File: config.mk
export PLATFORM = sky130hd
export DESIGN_NAME = seg_scan_sched
export DESIGN_NICKNAME = d
export VERILOG_FILES = /design/src/rtl/seg_scan_sched.sv
export SDC_FILE = /design/constraint.sdc
export NUM_CORES = 1
export LEC_CHECK = 0
export ABC_AREA = 1
export CAP_MARGIN = 25
export CORE_MARGIN = 2
export CORE_UTILIZATION = 45
export DETAILED_ROUTE_END_ITERATION = 6
export SYNTH_ARGS = -nofsm -noshare
export SYNTH_HDL_FRONTEND = slang
export SYNTH_SLANG_ARGS = --single-unit
File: constraint.sdc
create_clock -name clk_d -period 5.05 [get_ports clk_d]
set_input_delay 1.2625 -clock clk_d [delete_from_list [all_inputs] [get_ports clk_d]]
set_output_delay 1.2625 -clock clk_d [all_outputs]
set_load 0.03 [all_outputs]
File: src/rtl/seg_scan_sched.sv
// seg_scan_sched: shares the 8-digit seven-segment display between the
// mm:ss game timer (left four digits) and the BCD step counter (right
// three digits). A sequential double-dabble converter turns the binary
// step count into BCD; the timer runs from a TICK_DIV prescaler; digits
// are scanned one at a time with a SCAN_DIV dwell.
//
// Optional feature macro: SEG_BLINK_ON_WIN_EN -- when defined, the whole
// display blinks (digit enables forced off every other prescaler period)
// while game_status is WINNED.
//
// Handshakes: none. step_number is a level input; any value that differs
// from the last converted value is picked up when the converter is idle,
// so the displayed count always converges to the latest input.
module seg_scan_sched #(
    parameter int TICK_DIV = 100_000_000,
    parameter int SCAN_DIV = 100_000
) (
    input  logic        clk_d,
    input  logic        rst,
    input  logic [1:0]  game_status,
    input  logic [7:0]  step_number,
    output logic [7:0]  seg_en,
    output logic [7:0]  seg_out,
    output logic [15:0] time_bcd,
    output logic [11:0] step_bcd
);

    localparam logic [1:0] ST_CHOSE_BOARD  = 2'b00;
    localparam logic [1:0] ST_GAMING       = 2'b01;
    localparam logic [1:0] ST_GAME_INITIAL = 2'b10;
    localparam logic [1:0] ST_WINNED       = 2'b11;

    typedef enum logic [1:0] {
        CONV_IDLE  = 2'd0,
        CONV_SHIFT = 2'd1,
        CONV_DONE  = 2'd2
    } conv_state_t;

    logic [26:0]  r_presc;
    logic [15:0]  r_time;
    logic [19:0]  r_scan;
    logic [2:0]   r_dig;
    logic [7:0]   r_seg_en;
    logic [7:0]   r_seg_out;
    conv_state_t  r_conv_state;
    logic [7:0]   r_src;
    logic [19:0]  r_dd;
    logic [2:0]   r_bit_cnt;
    logic [11:0]  r_step_bcd;

    logic         w_presc_wrap;
    logic         w_scan_wrap;
    logic         w_blink_mask;
    logic [15:0]  w_time_next;
    logic [19:0]  w_dd_adj;
    logic [3:0]   w_nib;
    logic         w_blank;
    logic         w_dp;
    logic [7:0]   w_seg;

    assign w_presc_wrap = (r_presc == 27'(TICK_DIV - 1));
    assign w_scan_wrap  = (r_scan == 20'(SCAN_DIV - 1));

    assign seg_en   = r_seg_en;
    assign seg_out  = r_seg_out;
    assign time_bcd = r_time;
    assign step_bcd = r_step_bcd;

    function automatic logic [7:0] seg_decode(input logic [3:0] v);
        case (v)
            4'd0:    seg_decode = 8'h3F;
            4'd1:    seg_decode = 8'h06;
            4'd2:    seg_decode = 8'h5B;
            4'd3:    seg_decode = 8'h4F;
            4'd4:    seg_decode = 8'h66;
            4'd5:    seg_decode = 8'h6D;
            4'd6:    seg_decode = 8'h7D;
            4'd7:    seg_decode = 8'h07;
            4'd8:    seg_decode = 8'h7F;
            4'd9:    seg_decode = 8'h6F;
            default: seg_decode = 8'h00;
        endcase
    endfunction

    // Next mm:ss value with BCD carries (caller guards the 59:59 saturation)
    always_comb begin
        w_time_next = r_time;
        if (r_time[3:0] != 4'd9) begin
            w_time_next[3:0] = r_time[3:0] + 4'd1;
        end else begin
            w_time_next[3:0] = 4'd0;
            if (r_time[7:4] != 4'd5) begin
                w_time_next[7:4] = r_time[7:4] + 4'd1;
            end else begin
                w_time_next[7:4] = 4'd0;
                if (r_time[11:8] != 4'd9) begin
                    w_time_next[11:8] = r_time[11:8] + 4'd1;
                end else begin
                    w_time_next[11:8]  = 4'd0;
                    w_time_next[15:12] = r_time[15:12] + 4'd1;
                end
            end
        end
    end

    // Prescaler and game timer; only a tick sampled while GAMING advances time
    always_ff @(posedge clk_d) begin
        if (!rst) begin
            r_presc <= '0;
            r_time  <= '0;
        end else begin
            case (game_status)
                ST_GAMING: begin
                    r_presc <= w_presc_wrap ? 27'd0 : r_presc + 27'd1;
                    if (w_presc_wrap && (r_time != 16'h5959)) begin
                        r_time <= w_time_next;
                    end
                end
                ST_WINNED: begin
                    r_presc <= w_presc_wrap ? 27'd0 : r_presc + 27'd1;
                end
                default: begin
                    r_presc <= '0;
                    r_time  <= '0;
                end
            endcase
        end
    end

    // Double-dabble correction: add 3 to every BCD nibble that is 5 or more
    always_comb begin
        w_dd_adj = r_dd;
        for (int n = 0; n < 3; n++) begin
            if (r_dd[8 + 4*n +: 4] >= 4'd5) begin
                w_dd_adj[8 + 4*n +: 4] = r_dd[8 + 4*n +: 4] + 4'd3;
            end
        end
    end

    // Step converter FSM: capture, eight shift iterations, then publish
    always_ff @(posedge clk_d) begin
        if (!rst) begin
            r_conv_state <= CONV_IDLE;
            r_src        <= '0;
            r_dd         <= '0;
            r_bit_cnt    <= '0;
            r_step_bcd   <= '0;
        end else begin
            case (r_conv_state)
                CONV_IDLE: begin
                    if (step_number != r_src) begin
                        r_src        <= step_number;
                        r_dd         <= {12'h000, step_number};
                        r_bit_cnt    <= 3'd0;
                        r_conv_state <= CONV_SHIFT;
                    end
                end
                CONV_SHIFT: begin
                    r_dd      <= {w_dd_adj[18:0], 1'b0};
                    r_bit_cnt <= r_bit_cnt + 3'd1;
                    if (r_bit_cnt == 3'd7) begin
                        r_conv_state <= CONV_DONE;
                    end
                end
                CONV_DONE: begin
                    r_step_bcd   <= r_dd[19:8];
                    r_conv_state <= CONV_IDLE;
                end
                default: r_conv_state <= CONV_IDLE;
            endcase
        end
    end

`ifdef SEG_BLINK_ON_WIN_EN
    logic r_blink;

    // Blink phase: held clear outside WINNED, toggles each prescaler wrap inside it
    always_ff @(posedge clk_d) begin
        if (!rst) begin
            r_blink <= 1'b0;
        end else if (game_status != ST_WINNED) begin
            r_blink <= 1'b0;
        end else if (w_presc_wrap) begin
            r_blink <= ~r_blink;
        end
    end

    assign w_blink_mask = r_blink;
`else
    assign w_blink_mask = 1'b0;
`endif

    // Digit map: timer on the left with a dp separator, step count on the right
    always_comb begin
        w_nib   = 4'd0;
        w_blank = 1'b0;
        w_dp    = 1'b0;
        case (r_dig)
            3'd7: w_nib = r_time[15:12];
            3'd6: begin
                w_nib = r_time[11:8];
                w_dp  = 1'b1;
            end
            3'd5: w_nib = r_time[7:4];
            3'd4: w_nib = r_time[3:0];
            3'd3: w_blank = 1'b1;
            3'd2: begin
                w_nib   = r_step_bcd[11:8];
                w_blank = (r_step_bcd[11:8] == 4'd0);
            end
            3'd1: begin
                w_nib   = r_step_bcd[7:4];
                w_blank = (r_step_bcd[11:8] == 4'd0) && (r_step_bcd[7:4] == 4'd0);
            end
            default: w_nib = r_step_bcd[3:0];
        endcase
        w_seg = (w_blank ? 8'h00 : seg_decode(w_nib)) | (w_dp ? 8'h80 : 8'h00);
    end

    // Scan counter, digit index and registered segment/enable outputs
    always_ff @(posedge clk_d) begin
        if (!rst) begin
            r_scan    <= '0;
            r_dig     <= '0;
            r_seg_en  <= '0;
            r_seg_out <= '0;
        end else begin
            if (w_scan_wrap) begin
                r_scan <= '0;
                r_dig  <= r_dig + 3'd1;
            end else begin
                r_scan <= r_scan + 20'd1;
            end
            if (game_status == ST_CHOSE_BOARD) begin
                r_seg_en  <= 8'h00;
                r_seg_out <= 8'h00;
            end else begin
                r_seg_en  <= w_blink_mask ? 8'h00 : (8'h01 << r_dig);
                r_seg_out <= w_seg;
            end
        end
    end

    // GAME_INITIAL behaves like the default branch of the timer (held at zero)
    logic w_unused_initial;
    assign w_unused_initial = (game_status == ST_GAME_INITIAL);

endmodule

== After elaboration in Yosys (flattened, before gate mapping) ==
Memories as Yosys holds them, arrays and structs flattened.
Index checks and enable logic that the tools add are counted.
Operators by class
  add/subtract/negate cells: 11
  multiply operators: 0
  divide/modulo/power cells: 0
  $lt $le $gt $ge: 3
  equal/unequal tests: 25
  shift operators: 1
  mux-type cells: 23
  bitwise gates (word level): 4
  reductions and logical operators: 18
Operator list (count)
  $pmux W20 S2: 1
  $pmux W16 S2: 1
  $pmux W4 S7: 1
  $add A27 B1 Y27 const B: 1
  $eq A27 B27 Y1 const B: 1
  $mux W4: 6
  $mux W8: 3
  $add A20 B1 Y20 const B: 1
  $eq A20 B17 Y1 const B: 1
  $mux W20: 1
  $add A4 B1 Y4 const B: 4
  $mux W16: 1
  $ne A16 B15 Y1 const B: 1
  $eq A3 B3 Y1 const B: 5
  $ge A4 B3 Y1 const B: 3
  $mux W12: 1
  $ne A2 B2 Y1 const B: 6
  $add A4 B2 Y4 const B: 2
  $logic_not A4 Y1: 2
  $ne A4 B4 Y1 const B: 2
  $ne A8 B8 Y1: 1
  $or A8 B8 Y8: 1
  $reduce_and A2 Y1: 4
  $shl A1 B3 Y8 const A: 1
  other kinds (22): 34
Storage, ports and cells
  bits in registers: 127
  latch bits: 0
  bits in writable memories: 0
  bits in read-only memories: 112
  input port bits: 12
  output and inout bits: 44
  logic and storage cells: 100
  memories kept: 1
Memory list
  (no name shown): depth 16, bits a word 7, rd ports 1, clocked after memory_dff 0, wr ports 0, RTL line 70  | case (v)

== Longest topological paths before layout ==
  depth in word-level cells: 6
  mapped depth: 13

== Worst setup path after synthesis ==
OpenSTA, ideal clock, no wires.
  path kind: input-to-reg
  start point: input step_number[0]
  end point: register r_dd[19]
  arrival time: 2241 ps
  data required time: 4912 ps
  path slack: 2671 ps
  cell stages on the path: 10
  buffers on the path: 2
  cell sequence: inv_1 > or2_2 > nand3_1 > nor2_1 > nand2_2 > nand2_2 > buf_6 > buf_6 > nand3_1 > a21oi_1
Between the ends
  longest elaborated chain between the ends: 3
RTL lines
  start, declared: RTL line 21  | input logic [7:0] step_number,
  $ne A8 B8 Y1: RTL line 151  | if (step_number != r_src) begin
  $ne A2 B2 Y1 (no line)
  $reduce_and A2 Y1 (no line)
  end signal, assigned: RTL line 153  | r_dd <= {12'h000, step_number};
  end signal, assigned: RTL line 159  | r_dd <= {w_dd_adj[18:0], 1'b0};
  end, declared: RTL line 47  | logic [19:0] r_dd;
No other way between the ends.
A chain may end at the register's enable or synchronous reset.

== Worst setup path after layout ==
  start point: register r_time[10], in the netlist time_bcd[10]
  end point: output time_bcd[10]
RTL lines
  start, declared: RTL line 40  | logic [15:0] r_time;
  start signal, assigned: RTL line 116  | r_time <= w_time_next;
  end, declared: RTL line 24  | output logic [15:0] time_bcd,
No word-level cell between the ends.

==> flow_summary.json <==
{
  "die-area_um2": 15650,
  "cts_root_buffer": "clkbuf_16",
  "cp_cell_sequence": "clkdlybuf4s50_1",
  "wl_per_cell_um": 12.30,
  "synth_warnings": 0,
  "drive_gt1_share_pct": 9.563,
  "firstDrtPassIters": 5,
  "worst_r2r_path_depth": 11,
  "critical_path.max_stage_delay_ns": 0.74,
  "finalSetupViolCount": 0,
  "hpwl_um": 10520,
  "wl_met1_um": 7101,
  "die_y_um": 125.1,
  "dpl_cell_area_um2": 7278,
  "status": "finished clean",
  "syn_area_um2": 6600,
  "fmax_ghz": 0.3431,
  "synth_nets": 956,
  "p_sw_w": 0.0005643,
  "crit_cells": 1,
  "slew_headroom_pct": 30.81,
  "worst_pin_slew_ns": 1.035,
  "crit_fanout": 8,
  "finClkSkew_ns": 0.005736,
  "synthDistinctLibCells": 42,
  "hp-class": "reg -> reg",
  "path_buf_inv": 1,
  "setup-tns-final_ns": 0,
  "post-route-period-util_pct": 57.71,
  "drv_slew": 0,
  "hold_violations": 0,
  "numCtsBuffers": 17,
  "worst-setup-path-type": "reg -> out",
  "slowest_stage": "clkdlybuf4s50_1",
  "boundaryPins": 56,
  "antenna_found_initial": 0,
  "netlist_instances": 914,
  "ys_ff_latch": 127,
  "critPathLaunchType": "flop",
  "leakagePower_nw": 2.981,
  "io_buffers": 55,
  "die_w_um": 125.1,
  "rows": 44,
  "worstPathArrival_ns": 1.65,
  "cts_setup_buffers": 0,
  "swShare_pct": 22.93,
  "synth_async_sr_flop_share_pct": 0,
  "syn_area_per_cell_um2": 7.221,
  "met3RoutedLength_um": 467,
  "endpoint": "time_bcd[10]",
  "cts_buffer_depth": 2,
  "syn_to_final_growth_pct": 19.51,
  "multi_input_area_um2": 3487,
  "met2WireLength_um": 6555,
  "layout.nets": 1012,
  "pwr-share-clk_pct": 51.2,
  "drt_iter0_drc": 251,
  "r2r-end": "seg_out[0]",
  "instances_no_fill": 1167,
  "gp_congestion": 0.8211,
  "layout_min_cycle_time_ns": 2.915,
  "seq_power_share_pct": 42.4,
  "final_cell_area_um2": 7888,
  "cts.hold.buffers_added": 0,
  "reg2reg_slack_ns": 2.78,
  "rsz0062_at_grt": "false",
  "gr-total-overflow": 0,
  "diodes": 0,
  "core_area_um2": 14420,
  "grt_first_pass_wirelength_um": 25450,
  "timing.rr.start": "r_dig[2]",
  "required_ns": 3.79,
  "first_global_vias": 5475,
  "crit_path_end_kind": "output port",
  "initial_utilization_pct": 45.76,
  "top_layer": "met4",
  "synth_edf_count": 0,
  "intPower_w": 0.001896,
  "seq_area_um2": 2542,
  "synth-main-ff-cell": "dfxtp_1",
  "routed_via_density": 4.889,
  "pwr-share-comb_pct": 6.4,
  "clk_latency_ns": 0.42,
  "postRouteAntennaNets": 0,
  "htreeDepth": 4,
  "grt_usage_pct": 19.56,
  "place_inst": 1135,
  "critPathTopFamily": "buffers and inverters",
  "cts_resized": 0,
  "startpoint": "time_bcd[10]",
  "cts.sinks": 127,
  "path_clk_slew_ns": 0.05,
  "num-fill-cells": 1434,
  "wl_um": 14360,
  "vias": 5705,
  "ir_drop_mv": 0.2630,
  "p_per_area_nw_per_um2": 311.9,
  "ys_seq_area_share_pct": 38.52,
  "drc": 0,
  "finalPower_w": 0.002460,
  "cap_violations": 0,
  "hp-start": "r_scan[0]",
  "grt_max_degree": 35,
  "cts_tree": "yes"
}
-- routing by layer --
metal,GRT usage [%],up-vias
met5,0,-
met4,7.386,0
met3,4.065,19
met2,31.46,86
met1,25.96,2543
li1,-,3057
-- Yosys cell counts (all sizes together) (7+ instances only) --
master | n | area, µm²
nand4 | 11 | 75.07
buf | 11 | 87.58
nor2 | 150 | 620.6
dfxtp | 127 | 2542
clkbuf | 10 | 37.54
nand2 | 160 | 645.6
o21ai | 41 | 209.0
nand3 | 77 | 417.9
inv | 117 | 441.7
nor3 | 26 | 150.2
ha | 30 | 375.4
or2 | 11 | 68.82
xnor2 | 9 | 78.83
xor2 | 20 | 175.2
a21oi | 86 | 445.4
nor4 | 7 | 50.05
-- sequential cells by signal (all words and copies together), names as in the netlist, 8 cells and up --
register  cells
r_presc      27
r_dd         20
r_scan       20
time_bcd     16
step_bcd     12
r_src         8
seg_en        8
seg_out       8
-- worst min path at each step --
stage                      endpoint  slack, ns  cells past startpoint
after floorplan           r_scan[0]       0.41                      1
after global placement    r_scan[0]       0.43                      1
after detailed placement  r_scan[0]       0.43                      1
after CTS                 r_scan[0]       0.44                      1
after global routing      r_scan[0]       0.46                      1
final                     r_scan[0]       0.44                      1
-- stage by stage --
stage                     hold WS (ns)  utilization [%]  setup WS (ns)
after detailed placement        0.4335            50.46          1.783
after global routing            0.4612            54.68          2.063
after floorplan                 0.4132                -          2.671
after CTS                       0.4414            54.68          2.102
after global placement          0.4289            50.46          1.830
final                           0.4386            54.68          2.135
-- cell type report --
| cell class | count | area share (%) |
|---|---|---|
| sequential | 127 | 32.23 |
| tap | 184 | 2.919 |
| multi-input combinational | 648 | 44.21 |
| inverter | 118 | 5.647 |
| clock buffer | 22 | 6.012 |
| timing repair buffer | 58 | 7.265 |
| clock inverter | 10 | 1.713 |
-- placed cells by master, fill, tap and decap left out, types with 20 or more instances in the layout --
cell / count
nor2_1: 137
dfxtp_1: 127
clkdlybuf4s50_1: 55
nand2_1: 146
a21oi_1: 82
inv_1: 112
nor3_1: 22
xor2_1: 20
o21ai_0: 36
ha_1: 30
nand3_1: 72
-- logic make-up (layout without fill, tap and decap cells) --
logic type      after synthesis  count (layout)  synth area share, %
buf+inv                     139             208                8.644
fa+ha+maj                    30              30                5.687
flops                       127             127                38.52
simple gates                453             453                32.25
compound gates              136             136                11.05
xor+xnor                     29              29                3.848
-- power groups by stage --
stage          clock (W)  sequential [W]  combinational, W
6_report         0.00126         0.00104          0.000157
5_1_grt          0.00133         0.00105          0.000177
4_1_cts          0.00129         0.00104          0.000159
3_5_place_dp           0         0.00107          0.000159
3_3_place_gp           0         0.00107          0.000159
2_1_floorplan          0         0.00108         0.0000978
(Power assumes the default switching activity.)
